===== config.mk =====
export PLATFORM = sky130hd
export DESIGN_NAME = step_controller
export DESIGN_NICKNAME = d
export VERILOG_FILES = /design/src/rtl/step_controller.sv
export SDC_FILE = /design/constraint.sdc
export NUM_CORES = 1
export LEC_CHECK = 0
export BUFFER_PORTS_ARGS = -buffer_cell sky130_fd_sc_hd__buf_2
export CAP_MARGIN = 15
export CORE_ASPECT_RATIO = 1.5
export CORE_MARGIN = 1.5
export CORE_UTILIZATION = 54
export DETAILED_ROUTE_END_ITERATION = 6
export PLACE_DENSITY = 0.84
export SLEW_MARGIN = 10
export SYNTH_ARGS = -nofsm -noshare
export SYNTH_HDL_FRONTEND = slang
export SYNTH_SLANG_ARGS = --single-unit
export TNS_END_PERCENT = 30

===== constraint.sdc =====
create_clock -name i_clk -period 4.5 [get_ports i_clk]
set_input_delay 0.225 -clock i_clk [delete_from_list [all_inputs] [get_ports i_clk]]
set_output_delay 0.225 -clock i_clk [all_outputs]
set_load 0.01 [all_outputs]

===== src/rtl/step_controller.sv =====
// step_controller: run/halt/single-step/burst clock-enable controller for a
// debug pipeline. Three raw buttons are synchronized and debounced into
// one-cycle press pulses that drive a four-state FSM. The pipeline clock
// enable is decoded only from the state register.
//
// Optional feature macro: STEP_CONTROLLER_BURST_EN
//   defined   -> burst button starts a counted burst of enabled cycles
//   undefined -> burst button and burst length are ignored, BURST is
//                unreachable and o_burst_rem stays 0
module step_controller #(
  parameter int DEBOUNCE_CYCLES = 16,
  parameter int CNT_W           = 16
) (
  input  logic             i_clk,
  input  logic             i_rst,
  input  logic             i_btn_run,
  input  logic             i_btn_step,
  input  logic             i_btn_burst,
  input  logic [CNT_W-1:0] i_burst_len,
  input  logic             i_halt_req,
  output logic             o_clk_en,
  output logic [1:0]       o_state,
  output logic [CNT_W-1:0] o_burst_rem,
  output logic [31:0]      o_cycle_cnt
);

  // Debounce counter holds 0 .. DEBOUNCE_CYCLES-1.
  localparam int DB_W = $clog2(DEBOUNCE_CYCLES + 1);
  localparam logic [DB_W-1:0] DB_LAST = DB_W'(DEBOUNCE_CYCLES - 1);

  localparam int BTN_RUN   = 0;
  localparam int BTN_STEP  = 1;
  localparam int BTN_BURST = 2;

  typedef enum logic [1:0] {
    ST_HALT  = 2'b00,
    ST_RUN   = 2'b01,
    ST_STEP  = 2'b10,
    ST_BURST = 2'b11
  } state_t;

  logic [2:0]      btn_raw;
  logic [2:0]      sync1_q, sync1_d;
  logic [2:0]      sync2_q, sync2_d;
  logic [2:0]      db_q, db_d;
  logic [DB_W-1:0] db_cnt_q [3];
  logic [DB_W-1:0] db_cnt_d [3];
  logic [2:0]      press;

  state_t          state_q, state_d;
  logic [CNT_W-1:0] burst_rem_q, burst_rem_d;
  logic [31:0]     cycle_cnt_q, cycle_cnt_d;
  logic            clk_en;

  assign btn_raw = {i_btn_burst, i_btn_step, i_btn_run};

  // Two-stage synchronizer feeding the debounce counters.
  always_comb begin
    sync1_d = btn_raw;
    sync2_d = sync1_q;
  end

  // Debounce: count consecutive synchronized samples that differ from the
  // accepted level; flip the level on the DEBOUNCE_CYCLES-th one. A press is
  // the cycle in which the accepted level flips from 0 to 1.
  always_comb begin
    db_d  = db_q;
    press = '0;
    for (int i = 0; i < 3; i++) begin
      db_cnt_d[i] = '0;
      if (sync2_q[i] != db_q[i]) begin
        if (db_cnt_q[i] == DB_LAST) begin
          db_d[i]  = sync2_q[i];
          press[i] = sync2_q[i];
        end else begin
          db_cnt_d[i] = db_cnt_q[i] + 1'b1;
        end
      end
    end
  end

  // Button front-end registers.
  always_ff @(posedge i_clk or negedge i_rst) begin
    if (!i_rst) begin
      sync1_q <= '0;
      sync2_q <= '0;
      db_q    <= '0;
      for (int i = 0; i < 3; i++) db_cnt_q[i] <= '0;
    end else begin
      sync1_q <= sync1_d;
      sync2_q <= sync2_d;
      db_q    <= db_d;
      for (int i = 0; i < 3; i++) db_cnt_q[i] <= db_cnt_d[i];
    end
  end

  // Clock enable comes straight from the state register.
  assign clk_en = (state_q != ST_HALT);

  // Next-state, burst countdown and enabled-cycle counter.
  always_comb begin
    state_d     = state_q;
`ifdef STEP_CONTROLLER_BURST_EN
    burst_rem_d = burst_rem_q;
`else
    burst_rem_d = '0;
`endif
    cycle_cnt_d = cycle_cnt_q + {31'd0, clk_en};

    case (state_q)
      ST_HALT: begin
        // Priority run > step > burst; a pending halt request blocks run
        // and burst but still allows a single step.
        if (press[BTN_RUN] && !i_halt_req) begin
          state_d = ST_RUN;
        end else if (press[BTN_STEP]) begin
          state_d = ST_STEP;
        end
`ifdef STEP_CONTROLLER_BURST_EN
        else if (press[BTN_BURST] && !i_halt_req && (i_burst_len != '0)) begin
          state_d     = ST_BURST;
          burst_rem_d = i_burst_len;
        end
`endif
      end
      ST_RUN: begin
        if (press[BTN_RUN] || i_halt_req) state_d = ST_HALT;
      end
      ST_STEP: begin
        state_d = ST_HALT;
      end
`ifdef STEP_CONTROLLER_BURST_EN
      ST_BURST: begin
        if (press[BTN_RUN] || i_halt_req || (burst_rem_q == CNT_W'(1))) begin
          state_d     = ST_HALT;
          burst_rem_d = '0;
        end else begin
          burst_rem_d = burst_rem_q - 1'b1;
        end
      end
`endif
      default: begin
        state_d = ST_HALT;
      end
    endcase
  end

  // Control state registers.
  always_ff @(posedge i_clk or negedge i_rst) begin
    if (!i_rst) begin
      state_q     <= ST_HALT;
      burst_rem_q <= '0;
      cycle_cnt_q <= '0;
    end else begin
      state_q     <= state_d;
      burst_rem_q <= burst_rem_d;
      cycle_cnt_q <= cycle_cnt_d;
    end
  end

`ifndef STEP_CONTROLLER_BURST_EN
  // Burst inputs have no function in this build.
  logic unused_burst;
  assign unused_burst = ^{press[BTN_BURST], i_burst_len};
`endif

  assign o_clk_en    = clk_en;
  assign o_state     = state_q;
  assign o_burst_rem = burst_rem_q;
  assign o_cycle_cnt = cycle_cnt_q;

endmodule


==> results of run 1 <==
==> cells in the mapped netlist <==
cell type	n
conb_1	1
nand2_1	9
or2_2	1
buf_4	17
nor4_2	1
nor3_1	3
nand3_1	18
nor4b_1	1
o21ai_0	2
and4_1	1
nand3_4	1
mux2_2	2
nand4bb_1	1
dfrtp_1	50
buf_2	1
and2_1	7
ha_1	4
nor2_1	9
nor4_4	2
a21oi_1	1
xnor2_1	25
nand4_1	11
xor2_1	12
and3_1	6
inv_1	1
==> sequential cells by signal (all words and copies together), names as in the netlist <==
register	flops
o_cycle_cnt	32
db_cnt_q	10
db_q	2
o_state	2
sync1_q	2
sync2_q	2
==> routing by layer <==
layer,vias up,track usage
li1,694,-
met1,709,0.195
met2,34,0.327
met3,7,0.0425
met4,0,0.0732
met5,-,0
==> where the power goes <==
part | internal [W] | switching [W]
registers | 0.000455 | 0.00000436
logic | 0.00000791 | 0.0000187
clock network | 0.000166 | 0.000139
total | 0.000629 | 0.000162
==> path summary, 6_finish.rpt <==
check                                       end  slack, ns  depth (start not counted)
worst max register to register  o_cycle_cnt[31]       2.16                          6
worst min register to register       sync2_q[1]       0.35                          0
worst min-delay path                 sync1_q[1]       0.02                          1
worst max-delay path            o_cycle_cnt[31]       2.16                          6
min in group asynchronous       o_cycle_cnt[10]       0.44                          2
max in group asynchronous       o_cycle_cnt[27]       3.55                          3
==> area by class of cell <==
class | count | area (um2)
repair buffers | 41 | 225
clock buffers | 7 | 76.3
well taps | 45 | 56.3
inverters | 1 | 3.75
flip-flops and latches | 50 | 1250
fillers | 329 | 1410
multi-input cells | 133 | 902
clock inverters | 1 | 30.0
==> cells by family after synthesis <==
kind of cell               count (synthesis)  synth area share
AOI/OAI and AO/OA                          3           0.00672
and+or+nand+nor                           71             0.193
muxes                                      2            0.0101
adders and majority gates                  4            0.0224
xor gates and xnor gates                  37             0.145
buffers and inverters                     19            0.0611
other                                      1           0.00168
DFF                                       50             0.560
==> timing repair <==
item                       4_1_cts  5_1_grt
hold buffers                     0        1
hold endpoints to repair         0       21
setup endpoints to repair        0        0
==> stage by stage <==
| step | total power, W | utilization | setup slack, ns | hold WS, ns | instance area [um2] |
|---|---|---|---|---|---|
| floorplan | 0.000491 | - | 2.66 | -0.0706 | 2290 |
| global placement | 0.000492 | 0.608 | 2.11 | 0.335 | 2410 |
| detailed placement | 0.000493 | 0.608 | 2.17 | 0.335 | 2410 |
| CTS | 0.000797 | 0.635 | 2.15 | 0.0195 | 2510 |
| global route | 0.000821 | 0.643 | 1.86 | 0.0115 | 2540 |
| finish | 0.000792 | 0.643 | 2.16 | 0.0249 | 2540 |
==> impl_metrics.toml, run 1 <==
[status]
status = "completed"

[layout]
finalNetCount = 258
stdcell_count = 278
area_growth_pct = 13.9
mostFrequentLayoutCells = "50 x dfrtp_1, 39 x buf_2, 25 x xnor2_1, 18 x nand3_1, 16 x conb_1"
antenna-diode-count = 0
drive_gt1_frac = 0.227
mostFrequentLayoutCell = "dfrtp_1"

[clock_tree]
cts-root-to-sink-buffers = 2
cts_resized = 0
htreeDepth = 2
tritoncts = "built"
numCtsBuffers = 5
root_buffer = "clkbuf_8"
cts_sinks = 50
cts_setup_buffers = 0
clkTransAtPathRegs_ns = 0.09
clkLatencyLatePin_ns = 0.30

[floorplanning]
dieArea_um2 = 4540
rows = 28
die_x_um = 55.5
coreArea_um2 = 3960
die_h_um = 81.8
start_util = 0.564
io_pins = 73

[timing]
worst-slew-pin-transition_ns = 1.05
fmax_mhz = 428
max_slew_margin = 0.291
hold_viol = 0
fin_tns_setup_ns = 0
setup-violations-final = 0
finalClockSkew_ns = 0.00537
period_needed_ns = 2.34
period_share = 0.519
rsz0062_at_grt = "no"
drv_slew = 0

[global_route]
grt_pass1_wl_mm = 6.12
antenna_found_initial = 0
grt_pass1_vias = 1377
track_usage = 0.177
grt_overflow = 0
grt_max_degree = 51

[drt]
drt_iter0_drc = 11
post-route-drc-count = 0
wl_met2_mm = 2.06
wire_per_inst_um = 13.6
ant_nets = 0
via_per_inst = 5.19
routed_wl_mm = 3.79
wl_met3_um = 144
highest_layer = "met4"
met1Wirelength_mm = 1.51
vias = 1444
firstDrtPassIters = 4

[logic_synthesis]
ys_seq_elements = 50
synth_cell_types = 25
synth_top_area_frac = 0.560
synth_cells = 187
synth_area_leaders = "dfrtp_1 56%, xnor2_1 9.8%, buf_4 5.7%, xor2_1 4.7%, nand3_1 4.0%"
synth_top_area_cell = "dfrtp_1"
syn_area_um2 = 2230
yosysSeqAreaShare = 0.560
yosysWarnings = 0
avgSynthCellArea_um2 = 11.9

[power]
power_leakage_nw = 1.34
p_per_area_nw_per_um2 = 311
irDropWorstVdd_mv = 0.269

[worst_setup_path]
critical_path.startpoint = "o_state[0]"
required_ns = 4.70
cp_max_fo = 11
worstSetupPathType = "flop to flop"
start_kind = "flop"
cp_top_family = "simple AND/OR/NAND/NOR gates"
path_buf_inv = 0
critPathArrivalTime_ns = 2.53
path_cells = "or2_2 > ha_1 > nand3_1 > nor4_2 > nand4_1 > xnor2_1"
cpPeakStageDelay_ns = 0.91
r2r_start = "o_state[0]"
crit_slowest_cell = "nor4_2"
endpoint_kind = "flop"

[worst_hold_path]
min-delay-start = "i_btn_step"
worstHoldPathType = "primary input to flop"

[placement]
hpwl_mm = 2.68
dp.cells = 268
io_buffers = 39
gp_congestion = 0.785

[flow_run]
cap_viol_max_count = 0
Note: power is estimated with default switching activity, not from simulation.
==> inputs of run 2 (changes only) <==
ABC_AREA = 1   (was not set)
CORE_UTILIZATION = 47   (was 54)
PLACE_DENSITY = 0.76   (was 0.84)
clock period = 2.1 ns   (was 4.5 ns; I/O delays follow)
==> run 2 against run 1 <==
Compared with the run above:
- via count up 43%
- synthesized area grew 16%
- register-to-register slack got worse by 2.0 ns
- clock power increased by 88%
- critical endpoint is now o_cycle_cnt[28]
==> impl_metrics.toml, run 2 <==
[status]
status = "completed"

[clock_tree]
root_buffer = "clkbuf_8"
numCtsBuffers = 5
clkLatencyLatePin_ns = 0.30
cts_sinks = 50
cts_resized = 0
cts-root-to-sink-buffers = 2
htreeDepth = 2
tritoncts = "built"
clkTransAtPathRegs_ns = 0.09

[drt]
via_per_inst = 4.78
wire_per_inst_um = 12.2
ant_nets = 0
routed_wl_mm = 5.26
post-route-drc-count = 0
vias = 2061
firstDrtPassIters = 4
drt_iter0_drc = 70

[layout]
fin_area_um2 = 2940
mostFrequentLayoutCell = "nand2_1"
finalNetCount = 388
area_growth_pct = 13.5
multi_input_area_um2 = 1220
fill_cells = 530
antenna-diode-count = 0
drive_gt1_frac = 0.193
largest_reg_flops = 32
stdcell_count = 431
regArea_um2 = 1250
mostFrequentLayoutCells = "104 x nand2_1, 57 x nor2_1, 50 x dfrtp_1, 39 x buf_2"

[logic_synthesis]
synth_area_leaders = "dfrtp_1 48%, nand2_1 15%, nor2_1 8.3%, buf_4 4.6%, nand3b_1 4.6%"
synth_top_area_cell = "dfrtp_1"
ys_dominant_reg_cell = "dfrtp_1"
avgSynthCellArea_um2 = 8.27
synth_top_area_frac = 0.483
synth_edf_count = 0
synth_cells = 313
synth_cell_types = 21
yosysSeqAreaShare = 0.483
yosysWarnings = 0
synthTopCellsByCount = "104 x nand2_1, 57 x nor2_1, 50 x dfrtp_1"
async_flop_share = 1.00
synth.most_common_cell = "nand2_1"
syn_area_um2 = 2590
ys_seq_elements = 50

[worst_setup_path]
endpoint_kind = "flop"
required_ns = 2.30
critPathArrivalTime_ns = 2.11
cp_max_fo = 5
start_kind = "flop"
worstSetupPathType = "flop to flop"

[floorplanning]
die_x_um = 63.6
start_util = 0.494
dieArea_um2 = 5970
io_pins = 73
die_h_um = 93.9
rows = 32
coreArea_um2 = 5250

[global_route]
antenna_found_initial = 0
grt_pass1_wl_mm = 8.96
grt_pass1_vias = 2039
grt_overflow = 0
track_usage = 0.199
grt_max_degree = 51

[timing]
drv_slew = 0
worst-slew-pin-transition_ns = 0.624
finalClockSkew_ns = 0.00826
rsz0062_at_grt = "no"
max_slew_margin = 0.584
period_share = 0.906
setup-violations-final = 0
fin_tns_setup_ns = 0
hold_viol = 0
whs_ns = 0.134
period_needed_ns = 1.90
fmax_mhz = 526

[flow_run]
cap_viol_max_count = 0

[placement]
hpwl_mm = 4.17
dpl_cell_area_um2 = 2810
dp.cells = 420
gp_congestion = 0.873
io_buffers = 39

[worst_hold_path]
worstHoldPathType = "primary input to flop"

[power]
p_per_area_nw_per_um2 = 552
power_leakage_nw = 1.48
irDropWorstVdd_mv = 0.360
p_total_w = 0.00162
==> run 2: changes by cell type after synthesis, moves of 5 or more <==
cell	previous run	this run
nand2_1	9	104
nor2_1	9	57
xnor2_1	25	6
nand3b_1	0	16
nand3_1	18	5
inv_1	1	12
nand4_1	11	0
and2_1	7	0
nor2_2	0	7
and3_1	6	0
nand2_2	0	5
nor2_4	0	5
==> run 2: metal layers <==
metal	global-route usage	part of all wire	wire, um
met2	0.347	0.50	2640
met5	0	0	0
met4	0.121	0.047	249
met1	0.222	0.40	2130
met3	0.0396	0.045	237
==> run 2: critical path, cell delays in order, from the launching register on <==
cell and delay (ns):
dfrtp_1 0.37, or2_2 0.14, ha_1 0.28, ha_1 0.34, inv_2 0.09, nor2_4 0.21, inv_2 0.07, nor2_4 0.12
nand2_1 0.07, nand2_1 0.06, nand2_1 0.05
==> run 2: kinds of logic after synthesis <==
kind of cell / after synthesis / synth area share
compound gates: 4 / 0.00821
xor+xnor: 19 / 0.0643
fa+ha+maj: 4 / 0.0193
buf+inv: 30 / 0.0667
flops: 50 / 0.483
other cells: 1 / 0.00145
simple gates: 205 / 0.357
==> run 2: metrics by stage <==
stage / util / setup WS (ns)
floorplan: - / 0.321
global placement: 0.536 / 0.286
detailed placement: 0.536 / 0.223
CTS: 0.560 / 0.200
global route: 0.560 / 0.0648
finish: 0.560 / 0.197
==> run 2: final cells by class <==
type | instances | area share
Multi-Input combinational cell | 248 | 0.416
Clock buffer | 6 | 0.0281
Sequential cell | 50 | 0.426
Clock inverter | 2 | 0.00426
Timing Repair Buffer | 43 | 0.0792
Tap cell | 68 | 0.0289
Inverter | 14 | 0.0179
==> run 2: worst paths after layout <==
check                                  end  depth (start not counted)  slack (ns)        from
setup reg to reg           o_cycle_cnt[28]                         10        0.20  o_state[1]
hold reg to reg                 sync2_q[1]                          0        0.36  sync1_q[1]
setup / recovery           o_cycle_cnt[28]                         10        0.20  o_state[1]
min in group asynchronous          db_q[0]                          3        0.44       i_rst
max in group asynchronous   o_cycle_cnt[2]                          3        1.25       i_rst
hold / removal                  o_state[0]                          3        0.13  i_halt_req
==> run 2: timing repair <==
item | CTS | global route
hold buffers | 3 | 0
hold endpoints to repair | 52 | 0
setup endpoints to repair | 0 | 0
setup buffers | 0 | 0
==> run 2: power by group <==
| group | internal (W) | switching [W] |
|---|---|---|
| clock | 0.000265 | 0.000309 |
| sequential | 0.000975 | 0.00000929 |
| combinational | 0.0000180 | 0.0000455 |
